==> src/rtl/weight_config_sender.sv <==
// Weight-configuration bus transmitter: streams a layer's weight words to its
// neurons, one neuron at a time, each beat tagged with layer and neuron number.
module weight_config_sender #(
  parameter int max_neurons = 30,
  parameter int max_weights = 784
) (
  input  logic        clk,
  input  logic        reset,
  input  logic        start,
  input  logic [31:0] cfg_layer,
  input  logic [31:0] cfg_num_neurons,
  input  logic [31:0] cfg_num_weights,
  input  logic        in_valid,
  input  logic [31:0] in_data,
  output logic        in_ready,
  output logic        weight_valid,
  output logic [31:0] weight_value,
  output logic [31:0] config_layer_no,
  output logic [31:0] config_neuron_no,
  output logic        busy,
  output logic        done,
  output logic        error
);

  localparam int NW = $clog2(max_neurons + 1);
  localparam int WW = $clog2(max_weights + 1);
  localparam logic [NW-1:0] one_n = 1;
  localparam logic [WW-1:0] one_w = 1;

  typedef enum logic [1:0] {IDLE, SEND, DONE} state_t;

  state_t          state_reg, state_next;
  logic [31:0]     layer_reg;
  logic [NW-1:0]   num_neurons_reg;
  logic [WW-1:0]   num_weights_reg;
  logic [NW-1:0]   neuron_cnt_reg;
  logic [WW-1:0]   weight_cnt_reg;
  logic            error_reg;
  logic            cfg_legal;
  logic            start_ok;
  logic            start_bad;
  logic            handshake;
  logic            weight_last;
  logic            run_last;

  assign cfg_legal = (cfg_num_neurons != 32'd0) && (cfg_num_neurons <= 32'(max_neurons)) &&
                     (cfg_num_weights != 32'd0) && (cfg_num_weights <= 32'(max_weights));

  assign weight_last = (weight_cnt_reg == num_weights_reg - one_w);
  assign run_last    = weight_last && (neuron_cnt_reg == num_neurons_reg - one_n);
  assign error       = error_reg;

  always_comb begin
    state_next = state_reg;
    in_ready   = 1'b0;
    busy       = 1'b0;
    done       = 1'b0;
    start_ok   = 1'b0;
    start_bad  = 1'b0;
    handshake  = 1'b0;
    case (state_reg)
      IDLE: begin
        if (start) begin
          start_ok  = cfg_legal;
          start_bad = !cfg_legal;
          if (cfg_legal) state_next = SEND;
        end
      end
      SEND: begin
        in_ready  = 1'b1;
        busy      = 1'b1;
        handshake = in_valid;
        if (in_valid && run_last) state_next = DONE;
      end
      DONE: begin
        busy       = 1'b1;
        done       = 1'b1;
        state_next = IDLE;
      end
      default: state_next = IDLE;
    endcase
  end

  always_ff @(posedge clk or negedge reset) begin
    if (!reset) state_reg <= IDLE;
    else        state_reg <= state_next;
  end

  always_ff @(posedge clk or negedge reset) begin
    if (!reset) begin
      layer_reg        <= '0;
      num_neurons_reg  <= '0;
      num_weights_reg  <= '0;
      neuron_cnt_reg   <= '0;
      weight_cnt_reg   <= '0;
      error_reg        <= 1'b0;
      weight_valid     <= 1'b0;
      weight_value     <= '0;
      config_layer_no  <= '0;
      config_neuron_no <= '0;
    end else begin
      error_reg    <= start_bad;
      weight_valid <= handshake;
      if (start_ok) begin
        layer_reg       <= cfg_layer;
        num_neurons_reg <= cfg_num_neurons[NW-1:0];
        num_weights_reg <= cfg_num_weights[WW-1:0];
        neuron_cnt_reg  <= '0;
        weight_cnt_reg  <= '0;
      end
      if (handshake) begin
        weight_value     <= in_data;
        config_layer_no  <= layer_reg;
        config_neuron_no <= {{(32-NW){1'b0}}, neuron_cnt_reg};
        if (weight_last) begin
          weight_cnt_reg <= '0;
          neuron_cnt_reg <= neuron_cnt_reg + one_n;
        end else begin
          weight_cnt_reg <= weight_cnt_reg + one_w;
        end
      end
    end
  end

endmodule

==> config.mk <==
export PLATFORM = sky130hd
export DESIGN_NAME = weight_config_sender
export DESIGN_NICKNAME = d
export VERILOG_FILES = /design/src/rtl/weight_config_sender.sv
export SDC_FILE = /design/constraint.sdc
export NUM_CORES = 1
export LEC_CHECK = 0
export CORE_MARGIN = 5
export CORE_UTILIZATION = 30
export DETAILED_ROUTE_END_ITERATION = 16
export HOLD_SLACK_MARGIN = 0.15
export SLEW_MARGIN = 0
export SYNTH_ARGS = -nofsm -noshare
export SYNTH_HDL_FRONTEND = slang
export SYNTH_SLANG_ARGS = --single-unit
==> constraint.sdc <==
create_clock -name clk -period 2.6 [get_ports clk]
set_clock_uncertainty 0.2 [all_clocks]
set_input_delay 0.26 -clock clk [delete_from_list [all_inputs] [get_ports clk]]
set_output_delay 0.26 -clock clk [all_outputs]
set_load 0.03 [all_outputs]
==> results.yml <==
final_layout:
  area_growth_syn_to_layout_pct: 52.6
  nNetsFinal: 997
  drive_gt1_share_pct: 15.8
  num_antenna_cells: 0
  layoutNonFillerInstCount: 1141
  utilization_pct: 46.4
floorplanning:
  ios: 233
  core-area_um2: 20200
  std_cell_rows: 52
  fp.dieH_um: 153
  initial_utilization_pct: 30.4
  die_w_um: 153
  die-area_um2: 23400
worst_setup_path:
  crit_chain: "or4_4, nor2_4, xnor2_1, o2111ai_1, buf_4, or3_4, or3b_1, nand3_1"
  cpPeakStageDelay_ps: 540
  critPathBufInv: 1
  path_class: "reg2reg"
  worstPathMaxFanout: 6
  worstSetupStartpointType: "flip-flop"
  worstPathArrival_ps: 2740
  critPathSlowestCell: "or4_4"
  cp-end-kind: "flip-flop"
  critPathTopFamily: "simple AND/OR/NAND/NOR gates"
  cp.required_ps: 2740
sta:
  grt_setup_unrepaired: "true"
  fin_hold_ws_ps: 171
  period_minus_slack_ps: 2590
  relSlewSlack_pct: 57.7
  finalHoldViolCount: 0
  tightest_slew_ps: 635
  slew_viol_final: 0
  setup_tns_ps: 0
  finalSetupViolations: 0
  fmax_mhz: 385
  fin_crit_sh_pct: 99.8
run_status:
  status: "completed"
global_routing:
  antenna_found_initial: 0
  grt_use_total_pct: 14.6
  grt_pass1_wl_mm: 28.0
  grt_max_degree: 71
  grt_pass1_vias: 5319
  overflow: 0
clock_network:
  htreeDepth: 4
  cts_buffer_depth: 2
  cts_buffers: 17
  cts.sinks: 135
  clock_latency_ps: 410
  cts_root_buf: "clkbuf_16"
  cts_tree: "built"
  clk_pin_slew_ps: 60
synthesis:
  synth_area_per_cell_um2: 9.96
  syn_area_um2: 6130
  synth_ff_type: "dfrtp_1"
  synth-seq-cells: 135
  yosysUniqueCellTypes: 51
  synth-seq-area-share_pct: 55.1
  yosysWarnings: 0
  async_reset_ff_share_pct: 100
  synth_edf_count: 0
  postSynthCellCount: 615
power:
  leakagePower_nw: 4.49
  peakVddDrop_uv: 400
  p_per_area_nw_per_um2: 527
route:
  vias: 5124
  wire_per_inst_um: 15.0
  firstDrtPassIters: 4
  antenna_left: 0
  finalWirelength_mm: 17.1
  drtIter0Drc: 206
  remaining_drc_errors: 0
  vias_per_cell: 4.49
place:
  dp.cells: 1104
  dpl.hpwl_mm: 12.4
  port_buffers: 205
  gp_congestion: 0.801
hold_path:
  holdCritPathClass: "in2reg"
flow_run:
  max_cap_viol_count: 0
[where the power goes]
part           leakage, nW  internal (W)  switching (W)
combinational         2.34      0.000192       0.000139
sequential            1.86       0.00210    0.000000278
clock                0.285       0.00152       0.000968
[tightest hold or removal path, stage by stage]
cell,delay (ps)
clkdlybuf4s50_1,390
nand2_1,50
nand2_1,40
[Yosys cell counts, drive strengths merged, types with 7 or more instances]
cell type	number	share of area, %
xnor2	11	1.6
dfrtp	135	55
buf	32	3.8
nor4	14	1.7
nand2	222	14
nand3	13	1.1
nor2	10	0.65
clkbuf	19	1.2
nor3	8	0.65
o21ai	11	0.90
inv	11	0.67
a21oi	8	0.65
mux2	44	8.1
ha	7	1.4
[placed cells by master, fill, tap and decap left out, drive strengths merged, types with 7 or more instances in the layout]
cell             n
a21oi            8
buf             43
clkbuf          19
clkdlybuf4s50  204
conb            27
dfrtp          135
ha               7
inv             15
mux2            44
nand2          222
nand3           13
nor2            10
nor3             8
nor4            14
o21ai           11
xnor2           11
[per-stage QoR]
stage | worst slack, ps | power, W | cell area, um^2
2_1_floorplan | 70.4 | 0.00223 | 6220
3_3_place_gp | -369 | 0.00247 | 8650
3_5_place_dp | -372 | 0.00247 | 8650
4_1_cts | -28.8 | 0.00500 | 9290
5_1_grt | -58.3 | 0.00511 | 9350
6_report | 5.79 | 0.00492 | 9350
[routing by layer]
| layer | track usage (%) | share of wire (%) | vias up |
|---|---|---|---|
| li1 | - | - | 2476 |
| met1 | 17.8 | 43 | 2464 |
| met2 | 24.0 | 47 | 172 |
| met3 | 6.53 | 8.8 | 12 |
| met4 | 3.31 | 0.95 | 0 |
| met5 | 0 | 0 | - |
[kinds of logic after synthesis]
logic type	count (synthesis)	synth area share (%)
other	1	0.0612
muxes	46	8.42
xor gates and xnor gates	16	2.29
buffers and inverters	62	5.66
and+or+nand+nor	299	21.4
adders and majority gates	7	1.43
AOI/OAI and AO/OA	49	5.60
DFF	135	55.1
[final timing paths]
check / start / end / slack, ps / depth (start not counted)
setup reg to reg: num_weights_reg[0] / neuron_cnt_reg[2] / 6 / 8
setup / recovery: num_weights_reg[0] / neuron_cnt_reg[2] / 6 / 8
hold reg to reg: layer_reg[30] / config_layer_no[30] / 260 / 2
min in group asynchronous: reset / layer_reg[20] / 220 / 2
max in group asynchronous: reset / weight_value[22] / 1250 / 3
hold / removal: in_data[8] / weight_value[8] / 170 / 3
[area by class of cell]
class,count,area [um^2]
fill,1933,10800
sequential,135,3380
multi-input combinational,444,2560
timing repair buffer,249,2430
clock buffer,19,433
tap,270,338
clock inverter,13,170
inverter,11,41.3
[repair_timing]
| item | 4_1_cts | 5_1_grt |
|---|---|---|
| hold endpoints to repair | 101 | 0 |
| pin swaps | 1 | 6 |
| resized for setup | 3 | 10 |
| endpoints found under the setup margin | 6 | 59 |
| buffers inserted | 1 | 2 |
| hold buffers | 2 | 0 |
(Power assumes the default switching activity.)
